`src/rtl/ahb_sram_slave.sv`:
```
// Pipelined AHB-style bus slave in front of a 1-cycle-latency synchronous SRAM macro.
// Decodes its region, checks size/alignment, builds byte enables and inserts wait states.
module ahb_sram_slave #(
  parameter logic [31:0] BASE_ADDR   = 32'h0000_0000,
  parameter int unsigned ADDR_WIDTH  = 10,
  parameter int unsigned WAIT_STATES = 0
) (
  input  logic                  clk_i,
  input  logic                  rst_ni,
  input  logic [1:0]            trf_i,
  input  logic [2:0]            size_i,
  input  logic [31:0]           dir_i,
  input  logic                  write_i,
  input  logic [31:0]           datw_i,
  output logic [31:0]           readdat_o,
  output logic                  rdy_o,
  output logic                  resp_o,
  output logic                  sram_req_o,
  output logic                  sram_we_o,
  output logic [3:0]            sram_be_o,
  output logic [ADDR_WIDTH-1:0] sram_addr_o,
  output logic [31:0]           sram_wdata_o,
  input  logic [31:0]           sram_rdata_i
);

  localparam int unsigned CNT_W   = 4;
  localparam int unsigned TAG_LSB = ADDR_WIDTH + 2;

  typedef enum logic [2:0] {
    S_IDLE, S_WAIT, S_WR, S_RD_REQ, S_RD_DONE, S_ERR1, S_ERR2
  } state_t;

  state_t                state_q;
  logic [ADDR_WIDTH-1:0] addr_q;
  logic [3:0]            be_q;
  logic                  write_q;
  logic [CNT_W-1:0]      cnt_q;

  logic                  accept;
  logic                  size_err;
  logic                  region_err;
  logic                  xfer_err;
  logic                  wait_done;
  logic                  issue;
  logic [3:0]            be_c;
  logic                  issue_write;
  logic [3:0]            issue_be;
  logic [ADDR_WIDTH-1:0] issue_addr;
  logic                  unused;

  assign unused = trf_i[0];

  // Byte-lane decode and size/alignment legality of the live address phase
  always_comb begin
    be_c     = 4'b0000;
    size_err = 1'b0;
    case (size_i)
      3'd0: be_c = 4'b0001 << dir_i[1:0];
      3'd1: begin
        be_c     = dir_i[1] ? 4'b1100 : 4'b0011;
        size_err = dir_i[0];
      end
      3'd2: begin
        be_c     = 4'b1111;
        size_err = |dir_i[1:0];
      end
      default: size_err = 1'b1;
    endcase
  end

  assign accept     = rdy_o & trf_i[1];
  assign region_err = dir_i[31:TAG_LSB] != BASE_ADDR[31:TAG_LSB];
  assign xfer_err   = size_err | region_err;
  assign wait_done  = (state_q == S_WAIT) && (cnt_q == CNT_W'(1));

  // After wait states the latched request is replayed; otherwise the live address phase goes straight out
  assign issue       = wait_done | (accept & ~xfer_err & (WAIT_STATES == 0));
  assign issue_write = wait_done ? write_q : write_i;
  assign issue_be    = wait_done ? be_q    : be_c;
  assign issue_addr  = wait_done ? addr_q  : dir_i[ADDR_WIDTH+1:2];

  assign readdat_o    = (state_q == S_RD_DONE) ? sram_rdata_i : 32'h0;
  assign sram_wdata_o = datw_i;

  always_ff @(posedge clk_i or negedge rst_ni) begin
    if (!rst_ni) begin
      state_q     <= S_IDLE;
      rdy_o       <= 1'b1;
      resp_o      <= 1'b0;
      sram_req_o  <= 1'b0;
      sram_we_o   <= 1'b0;
      sram_be_o   <= 4'b0000;
      sram_addr_o <= '0;
      addr_q      <= '0;
      be_q        <= 4'b0000;
      write_q     <= 1'b0;
      cnt_q       <= '0;
    end else begin
      state_q     <= S_IDLE;
      rdy_o       <= 1'b1;
      resp_o      <= 1'b0;
      sram_req_o  <= 1'b0;
      sram_we_o   <= 1'b0;
      sram_be_o   <= 4'b0000;
      sram_addr_o <= '0;
      if (state_q == S_WAIT) cnt_q <= cnt_q - CNT_W'(1);
      if (accept) begin
        addr_q  <= dir_i[ADDR_WIDTH+1:2];
        be_q    <= be_c;
        write_q <= write_i;
      end
      if (issue) begin
        sram_req_o  <= 1'b1;
        sram_we_o   <= issue_write;
        sram_be_o   <= issue_be;
        sram_addr_o <= issue_addr;
        state_q     <= issue_write ? S_WR : S_RD_REQ;
        rdy_o       <= issue_write;
      end else if (accept) begin
        rdy_o <= 1'b0;
        if (xfer_err) begin
          state_q <= S_ERR1;
          resp_o  <= 1'b1;
        end else begin
          state_q <= S_WAIT;
          cnt_q   <= CNT_W'(WAIT_STATES);
        end
      end else begin
        case (state_q)
          S_WAIT: begin
            state_q <= S_WAIT;
            rdy_o   <= 1'b0;
          end
          S_RD_REQ: state_q <= S_RD_DONE;
          S_ERR1: begin
            state_q <= S_ERR2;
            resp_o  <= 1'b1;
          end
          default: state_q <= S_IDLE;
        endcase
      end
    end
  end

endmodule
```
`config.mk`:
```
export PLATFORM = sky130hd
export DESIGN_NAME = ahb_sram_slave
export DESIGN_NICKNAME = d
export VERILOG_FILES = /design/src/rtl/ahb_sram_slave.sv
export SDC_FILE = /design/constraint.sdc
export NUM_CORES = 1
export LEC_CHECK = 0
export CAP_MARGIN = 20
export CELL_PAD_IN_SITES_DETAIL_PLACEMENT = 1
export CELL_PAD_IN_SITES_GLOBAL_PLACEMENT = 1
export CORE_UTILIZATION = 24
export CTS_CLUSTER_DIAMETER = 40
export DETAILED_ROUTE_END_ITERATION = 6
export GPL_ROUTABILITY_DRIVEN = 0
export PLACE_DENSITY_LB_ADDON = 0.1
export SLEW_MARGIN = 40
export SYNTH_ARGS = -nofsm -noshare
export SYNTH_HDL_FRONTEND = slang
export SYNTH_SLANG_ARGS = --single-unit
```
`constraint.sdc`:
```
create_clock -name clk_i -period 3.55 [get_ports clk_i]
set_clock_uncertainty 0.2 [all_clocks]
set_input_delay 0.355 -clock clk_i [delete_from_list [all_inputs] [get_ports clk_i]]
set_output_delay 0.355 -clock clk_i [all_outputs]
set_load 0.05 [all_outputs]
```
Word-level counts from Yosys, hierarchy flattened
Cells that the tools add are included.
{ "word_totals": {"regBits": 40, "in_bits": 104, "output_inout_bits": 82, "wordCells": 56} }
{ "classes": {"addsub": 1, "eq_ne": 7, "shifts": 1, "n_mux": 27, "bitwise": 5, "n_reduce_logical": 4} }
{ "op_table": {"columns": ["operator", "n"], "rows": [
  ["$mux 32", 1],
  ["$mux 4", 7],
  ["$mux 10", 2],
  ["$reduce_bool 20->1", 1],
  ["$pmux 4 s3", 1],
  ["$mux 1", 11],
  ["$mux 3", 3],
  ["$pmux 3 s3", 1],
  ["$eq 3x1->1 const B", 2],
  ["$eq 3x2->1 const B", 2],
  ["$eq 3x3->1 const B", 2],
  ["$eq 4x1->1 const B", 1],
  ["$shl 1x2->4 const A", 1],
  ["$sub 4x1->4 const B", 1],
  ["$logic_not 3->1", 1],
  ["$pmux 1 s3", 1],
  ["$and 1x1->1", 2],
  ["$or 1x1->1", 2],
  ["$reduce_or 2->1", 1],
  ["$logic_and 1x1->1", 1],
  ["$not 1->1", 1]
]} }

Longest topological paths before layout
Gate-level depths: netlist of run 1.
{ "depth": {"ltp_word": 7, "mapped_depth": 6} }

Worst setup path after synthesis of run 1
OpenSTA, ideal clock, no wires.
{ "synth_path": {"path_kind": "reg-to-output", "start": "reg state_q[1]", "end": "out readdat_o[10]", "t_arrival_ns": 1.338, "slack_ns": 1.657, "stages_incl_launch_ff": 4, "n_path_buf": 1, "cell_sequence": "dfrtp_1 -> nor3b_2 -> clkbuf_1 -> and2_1"} }
{ "synth_between": {"elab_chain_cells": 2} }
{ "synth_lines": {"columns": ["item", "line_no", "text"], "rows": [
  ["start: declaration", "33", "state_t state_q;"],
  ["start signal: assignment", "117", "state_q <= issue_write ? S_WR : S_RD_REQ;"],
  ["$eq 3x3->1", "82", "assign readdat_o = (state_q == S_RD_DONE) ? sram_rdata_i : 32'h0;"],
  ["$mux 32", "82", null],
  ["end: declaration", "15", "output logic [31:0] readdat_o,"]
]} }
Every way passes these cells.

Worst setup path after layout of run 1
{ "layout_path": {"start": "reg state_q[1]", "end": "out readdat_o[29]"} }
The elaborated chain is that of the path after synthesis.

==> impl_metrics.env, run 1 <==
export IMPL_run_status="finished, final reports clean"
export IMPL_r2r_slack_ns=1.49
export IMPL_vias=2024
export IMPL_yosysTopAreaCellShare=0.420
export IMPL_global_route_usage_total=0.141
export IMPL_fin_ws_ns=0.779
export IMPL_route_final_wire_length_mm=6.98
export IMPL_antenna_cells=0
export IMPL_synth_area_leaders="sky130_fd_sc_hd__dfrtp_1 42%, sky130_fd_sc_hd__buf_4 11%, sky130_fd_sc_hd__and2_1 9.1%, sky130_fd_sc_hd__nand2_1 9.0%, sky130_fd_sc_hd__o21ai_2 3.4%"
export IMPL_fin_util=0.375
export IMPL_timing_critical_path_fanout_max=32
export IMPL_finalNetCount=443
export IMPL_global_route_wire_length_before_repair_mm=10.9
export IMPL_synth_yosys_seq_area_share=0.431
export IMPL_clkPwrFrac=0.141
export IMPL_clockBufferDepth=2
export IMPL_io_pin_count=186
export IMPL_final_seq_area_um2=1000
export IMPL_p_sw_mw=1.03
export IMPL_reg2reg_to="state_q[0]"
export IMPL_ys_seq_elements=40
export IMPL_maxClockFrequency_mhz=361
export IMPL_p_comb_frac=0.546
export IMPL_post_synth_edffs=0
export IMPL_floorplan_initialDensity=0.249
export IMPL_clk_root_buffer_cell="sky130_fd_sc_hd__clkbuf_8"
export IMPL_cp_start_kind="flip-flop"
export IMPL_tns_ns=0
export IMPL_rows=35
export IMPL_critical_path_required_ns=2.99
export IMPL_chipWidth_um=100
export IMPL_post_synth_most_frequent_cells="56 x sky130_fd_sc_hd__nand2_1, 39 x sky130_fd_sc_hd__dfrtp_1, 35 x sky130_fd_sc_hd__buf_4"
export IMPL_seqPwrFrac=0.314
export IMPL_maxSlewViolCount=0
export IMPL_synth_async_sr_flop_share=1.00
export IMPL_htree_num_levels=2
export IMPL_numCtsBuffers=5
export IMPL_static_leak_nw=1.44
export IMPL_period_minus_slack_ns=2.77
export IMPL_timing_critical_path_from="state_q[1]"
export IMPL_ant_nets=0
export IMPL_design_core_area_um2=9330
export IMPL_cells_on_worst_reg2reg_path=4
export IMPL_critical_path_slowest_cell="sky130_fd_sc_hd__clkdlybuf4s50_1"
export IMPL_area_growth_pct=50.5
export IMPL_worst_setup_hold_path_clk_slew_ns=0.08
export IMPL_setup_worst_path_end_class="output pin"
export IMPL_timing_final_hold_violations=0
export IMPL_ys_flop_type="sky130_fd_sc_hd__dfrtp_1"
export IMPL_finalCritPeriodShare=0.781
export IMPL_die_height_um=100
export IMPL_cts_hold_repair_buffers=1
export IMPL_drt_initial_drc_count=50
export IMPL_floorplan_die_area_um2=10100
export IMPL_internal_pwr_total_mw=1.21
export IMPL_max_vdd_ir_drop_uv=227
export IMPL_post_cts_resize_count=0
export IMPL_synthesis_area_per_instance_um2=9.30
export IMPL_worstMarginPinSlew_ns=0.635
export IMPL_critPathCapture="readdat_o[29]"
export IMPL_grt_start_max_net_pins=41
export IMPL_grt_remaining_overflow=0
export IMPL_cp_arrival_ns=2.22
export IMPL_critical_path_max_stage_delay_ns=0.83
export IMPL_max_slew_margin=0.576
export IMPL_number_of_antenna_violations_at_the_first_check_in_global_routing=0
export IMPL_drv_cap=0
export IMPL_cellPowerDensity_nw_per_um2=641
export IMPL_numClockSinks=40
export IMPL_class_of_the_worst_hold_path="reg -> reg"
export IMPL_final_setup_viol_count=0
export IMPL_cts_repair_timing_setup_buffer_count=0
export IMPL_syn_nets=356
export IMPL_worst_r2r_startpoint="state_q[1]"
export IMPL_swShare=0.459
export IMPL_post_synth_inst_count=250
export IMPL_drcViolationCount=0
export IMPL_synth_warning_count=0
export IMPL_rsz0062_at_grt="no"
export IMPL_port_buffers=120
export IMPL_fillCellCount=1079
export IMPL_min_path_cells=1
export IMPL_post_route_cells_drive_above_1_share=0.107
export IMPL_crit_path_cell_trace="nor3b_2, buf_4, and2_1, clkdlybuf4s50_1"
export IMPL_ys_types=38
export IMPL_detailed_place_hpwl_mm=5.38
export IMPL_clock_latency_ns=0.29
export IMPL_worst_setup_path_type="reg -> out"
export IMPL_drtPass1Iterations=4
export IMPL_cts_tree="done"
export IMPL_dp_slack_ns=1.07
export IMPL_wl_per_cell_um=15.0
export IMPL_route_detailed_vias_per_inst=4.33
export IMPL_multi_input_comb_area_um2=1010
export IMPL_synth_largest_area_cell="sky130_fd_sc_hd__dfrtp_1"
export IMPL_vias_in_the_first_global_route=2089
export IMPL_post_synth_top_count_cell="sky130_fd_sc_hd__nand2_1"
export IMPL_synthesized_cell_area_um2=2320
[worst min-delay path by stage]
| stage | from | to | slack (ns) |
|---|---|---|---|
| 2_1_floorplan | rst_ni | addr_q[0] | -0.14 |
| 3_3_place_gp | addr_q[1] | addr_q[1] | 0.26 |
| 3_5_place_dp | rst_ni | sram_addr_o[4] | 0.18 |
| 4_1_cts | cnt_q[3] | cnt_q[3] | 0.28 |
| 5_1_grt | addr_q[5] | addr_q[5] | 0.30 |
| 6_report | cnt_q[3] | cnt_q[3] | 0.28 |
[layout make-up]
class | instances | area share
tap | 129 | 0.0461
timing repair buffer | 123 | 0.350
inverter | 3 | 0.00322
clock inverter | 2 | 0.00286
multi-input combinational | 164 | 0.288
sequential | 40 | 0.286
clock buffer | 6 | 0.0236
[layer usage]
| metal | track usage | up-vias | share of wire |
|---|---|---|---|
| li1 | - | 965 | - |
| met1 | 0.170 | 953 | 0.40 |
| met2 | 0.238 | 81 | 0.51 |
| met3 | 0.0376 | 25 | 0.069 |
| met4 | 0.0591 | 0 | 0.027 |
| met5 | 0 | - | 0 |
[cells in the final DEF (no fill, tap or decap)]
master                            synthesis  routed
sky130_fd_sc_hd__clkdlybuf4s50_1          0     119
sky130_fd_sc_hd__nand2_1                 56      56
sky130_fd_sc_hd__dfrtp_1                 39      39
sky130_fd_sc_hd__and2_1                  34      34
sky130_fd_sc_hd__nand3_1                 13      13
sky130_fd_sc_hd__o21ai_2                  9       9
sky130_fd_sc_hd__o21ai_0                  6       6
sky130_fd_sc_hd__clkbuf_8                 0       6
sky130_fd_sc_hd__nor2_1                   4       4
sky130_fd_sc_hd__nor4_2                   4       4
sky130_fd_sc_hd__a21oi_1                  4       4
sky130_fd_sc_hd__inv_1                    3       3
sky130_fd_sc_hd__o31ai_1                  3       3
sky130_fd_sc_hd__buf_4                   35       3
sky130_fd_sc_hd__nor3b_2                  2       2
sky130_fd_sc_hd__o21ai_1                  2       2
sky130_fd_sc_hd__nand3b_1                 2       2
sky130_fd_sc_hd__o21a_1                   2       2
sky130_fd_sc_hd__nor4_1                   2       2
sky130_fd_sc_hd__and3_4                   2       2
sky130_fd_sc_hd__xnor2_1                  2       2
sky130_fd_sc_hd__xor2_1                   2       2
sky130_fd_sc_hd__ha_1                     2       2
sky130_fd_sc_hd__clkinv_2                 0       2
sky130_fd_sc_hd__and4_4                   1       1
sky130_fd_sc_hd__o211ai_4                 1       1
sky130_fd_sc_hd__nand2b_1                 1       1
sky130_fd_sc_hd__o21ai_4                  1       1
sky130_fd_sc_hd__or3b_1                   1       1
sky130_fd_sc_hd__o211ai_1                 1       1
sky130_fd_sc_hd__a22oi_1                  1       1
sky130_fd_sc_hd__o211a_1                  1       1
sky130_fd_sc_hd__nor3_1                   1       1
sky130_fd_sc_hd__o21ba_2                  1       1
sky130_fd_sc_hd__o41ai_2                  1       1
sky130_fd_sc_hd__o21bai_2                 1       1
sky130_fd_sc_hd__a211oi_2                 1       1
sky130_fd_sc_hd__dlygate4sd3_1            0       1
sky130_fd_sc_hd__dfstp_2                  1       1
[stage by stage]
stage                     hold WS [ns]  total power, mW  instance area, um^2  std cells
after global placement           0.259             1.94                 3390        458
after CTS                        0.277             2.29                 3500        467
final                            0.275             2.24                 3500        467
after floorplan                 -0.141             1.60                 2320        250
after global routing             0.301             2.40                 3500        467
after detailed placement         0.179             1.96                 3400        458
[critical path: cells and delay by family (launching register included)]
| kind | cells | cell delay, ns |
|---|---|---|
| and+or+nand+nor | 2 | 0.37 |
| buffers and inverters | 2 | 1.11 |
| DFF | 1 | 0.45 |
[cell families (layout without fill, tap and decap cells)]
family,after synthesis,after routing,share of synthesized area
AO/OA/AOI/OAI,35,35,0.124
XOR/XNOR,4,4,0.0151
adder cells (fa/ha/maj),2,2,0.0108
buffers and inverters,46,134,0.135
flip-flops,40,40,0.431
AND/OR/NAND/NOR,123,123,0.284
[registers in the layout, indices dropped and copies added, names as in the netlist]
signal,count
sram_addr_o,10
be_q,4
resp_o,1
state_q,3
sram_be_o,4
sram_req_o,1
cnt_q,4
write_q,1
rdy_o,1
addr_q,10
sram_we_o,1
[power groups by stage]
stage	clock network (mW)	logic, mW	registers (mW)
CTS	0.332	1.25	0.706
global route	0.348	1.33	0.726
finish	0.315	1.22	0.704
global placement	0	1.23	0.708
detailed placement	0	1.24	0.713
floorplan	0	0.829	0.771
Note: power is estimated with default switching activity, not from simulation.
==> run 2: changes to the inputs <==
Settings changed: CORE_UTILIZATION 24 to 20.
Clock period 3.55 ns to 2.2 ns, I/O delays scaled along.
==> run 2 against run 1 <==
Compared with the run above: via count is 0.20% higher; cell count rose by 4.9%; sequential share of layout area is 3.6 points lower; critical path depth unchanged; core utilization fell by 2.4 points.
==> impl_metrics.env, run 2 (synthesis gave the netlist of run 1 again) <==
export IMPL_port_buffers=120
export IMPL_drtPass1Iterations=4
export IMPL_floorplan_initialDensity=0.204
export IMPL_critical_path_slowest_cell="sky130_fd_sc_hd__dfrtp_1"
export IMPL_global_route_usage_total=0.120
export IMPL_post_cts_resize_count=0
export IMPL_tns_ns=0
export IMPL_rsz0062_at_grt="no"
export IMPL_use_met2=0.204
export IMPL_busiest_layer="met2"
export IMPL_timing_critical_path_from="state_q[1]"
export IMPL_htree_num_levels=2
export IMPL_grt_start_max_net_pins=41
export IMPL_wl_per_cell_um=14.5
export IMPL_ant_nets=0
export IMPL_clockBufferDepth=2
export IMPL_max_slew_margin=0.646
export IMPL_drt_initial_drc_count=64
export IMPL_setup_worst_path_end_class="output pin"
export IMPL_static_leak_nw=1.68
export IMPL_vias=2028
export IMPL_grt_use_met3=0.0326
export IMPL_vias_in_the_first_global_route=2066
export IMPL_max_vdd_ir_drop_uv=362
export IMPL_cp_start_kind="flip-flop"
export IMPL_critical_path_required_ns=1.78
export IMPL_area_growth_pct=71.9
export IMPL_cp_arrival_ns=1.58
export IMPL_drcViolationCount=0
export IMPL_post_route_cells_drive_above_1_share=0.222
export IMPL_detailed_place_hpwl_mm=5.53
export IMPL_number_of_antenna_violations_at_the_first_check_in_global_routing=0
export IMPL_cts_hold_repair_buffers=1
export IMPL_hold_start="datw_i[28]"
export IMPL_crit_path_cell_trace="nor3b_2, buf_4, and2_1, buf_12"
export IMPL_final_setup_viol_count=0
export IMPL_numCtsBuffers=5
export IMPL_place_area_um2=3820
export IMPL_maxSlewViolCount=0
export IMPL_timing_critical_path_fanout_max=32
export IMPL_route_detailed_vias_per_inst=4.14
export IMPL_cts_tree="done"
export IMPL_chipWidth_um=110
export IMPL_global_route_wire_length_before_repair_mm=10.8
export IMPL_die_height_um=110
export IMPL_run_status="finished, final reports clean"
export IMPL_worstMarginPinSlew_ns=0.530
export IMPL_design_core_area_um2=11400
export IMPL_drv_cap=0
export IMPL_timing_final_hold_violations=0
export IMPL_rows=39
export IMPL_cts_repair_timing_setup_buffer_count=0
export IMPL_clk_root_buffer_cell="sky130_fd_sc_hd__clkbuf_16"
export IMPL_class_of_the_worst_hold_path="in -> out"
export IMPL_clock_latency_ns=0.28
export IMPL_period_minus_slack_ns=2.00
export IMPL_numClockSinks=40
export IMPL_worst_setup_path_type="reg -> out"
export IMPL_global_route_usage_met1=0.142
export IMPL_maxClockFrequency_mhz=501
export IMPL_reg_largest_list="addr_q: 10 flops, sram_addr_o: 10 flops"
export IMPL_grt_remaining_overflow=0
export IMPL_floorplan_die_area_um2=12100
export IMPL_finalNetCount=452
export IMPL_layout_common_cells="86 x sky130_fd_sc_hd__clkdlybuf4s50_1, 56 x sky130_fd_sc_hd__nand2_1, 39 x sky130_fd_sc_hd__dfrtp_1, 34 x sky130_fd_sc_hd__and2_1, 34 x sky130_fd_sc_hd__buf_12"
export IMPL_worst_setup_hold_path_clk_slew_ns=0.06
export IMPL_fin_area_um2=4000
export IMPL_io_pin_count=186
export IMPL_route_final_wire_length_mm=7.11
export IMPL_antenna_cells=0
export IMPL_worst_r2r_startpoint="rdy_o"
export IMPL_cellPowerDensity_nw_per_um2=1110
export IMPL_critical_path_max_stage_delay_ns=0.44
export IMPL_most_frequent_standard_cell_in_the_layout_excluding_fill_and_tap_cells="sky130_fd_sc_hd__clkdlybuf4s50_1"
export IMPL_finalCritPeriodShare=0.907
## run 2: changes by cell type in the layout (fill, tap and decap cells not counted)
cell	delta
sky130_fd_sc_hd__clkdlybuf4s50_1	-33
sky130_fd_sc_hd__clkbuf_16	+5
sky130_fd_sc_hd__buf_12	+34
sky130_fd_sc_hd__bufinv_16	+1
sky130_fd_sc_hd__clkbuf_8	-6
sky130_fd_sc_hd__buf_4	+7
sky130_fd_sc_hd__clkbuf_1	+1
sky130_fd_sc_hd__buf_2	+1
sky130_fd_sc_hd__clkinv_2	-1
## run 2: through the flow
step | power (mW) | utilization | cells | worst slack [ns] | hold slack [ns]
4_1_cts | 4.51 | 0.351 | 490 | 0.163 | 0.240
3_3_place_gp | 3.64 | 0.336 | 481 | 0.178 | 0.130
5_1_grt | 4.68 | 0.351 | 490 | 0.100 | 0.240
3_5_place_dp | 3.66 | 0.336 | 481 | 0.180 | 0.124
6_report | 4.42 | 0.351 | 490 | 0.205 | 0.240
2_1_floorplan | 2.58 | - | 250 | 0.340 | -0.276
## run 2: worst paths after layout
check | slack (ns) | endpoint | cells past startpoint
setup / recovery | 0.20 | readdat_o[11] | 4
hold / removal | 0.24 | sram_wdata_o[28] | 0
setup reg to reg | 0.47 | sram_be_o[3] | 4
hold reg to reg | 0.27 | addr_q[5] | 2
max in group asynchronous | 1.08 | rdy_o | 3
min in group asynchronous | 0.34 | sram_addr_o[5] | 3
## run 2: critical path, delay by kind of cell, from the launching register on
kind,cells,cell delay (ns)
buffers and inverters,2,0.43
flip-flops,1,0.44
AND/OR/NAND/NOR,2,0.42
## run 2: cell type report
| class | instances | area, um^2 |
|---|---|---|
| Clock buffer | 6 | 129 |
| Clock inverter | 2 | 35.0 |
| Fill cell | 1272 | 7370 |
| Inverter | 3 | 11.3 |
| Multi-Input combinational cell | 164 | 1010 |
| Sequential cell | 40 | 1000 |
| Tap cell | 143 | 179 |
| Timing Repair Buffer | 132 | 1630 |
## run 2: layer usage
layer,vias to the layer above,share of wire
li1,985,-
met1,948,0.40
met2,77,0.51
met3,18,0.070
met4,0,0.019
met5,-,0
## run 2: power breakdown
part           internal [mW]  switching [mW]  leakage [nW]
Combinational           1.12            1.36          1.08
Clock                  0.533           0.274        0.0808
Sequential             0.979           0.161         0.519
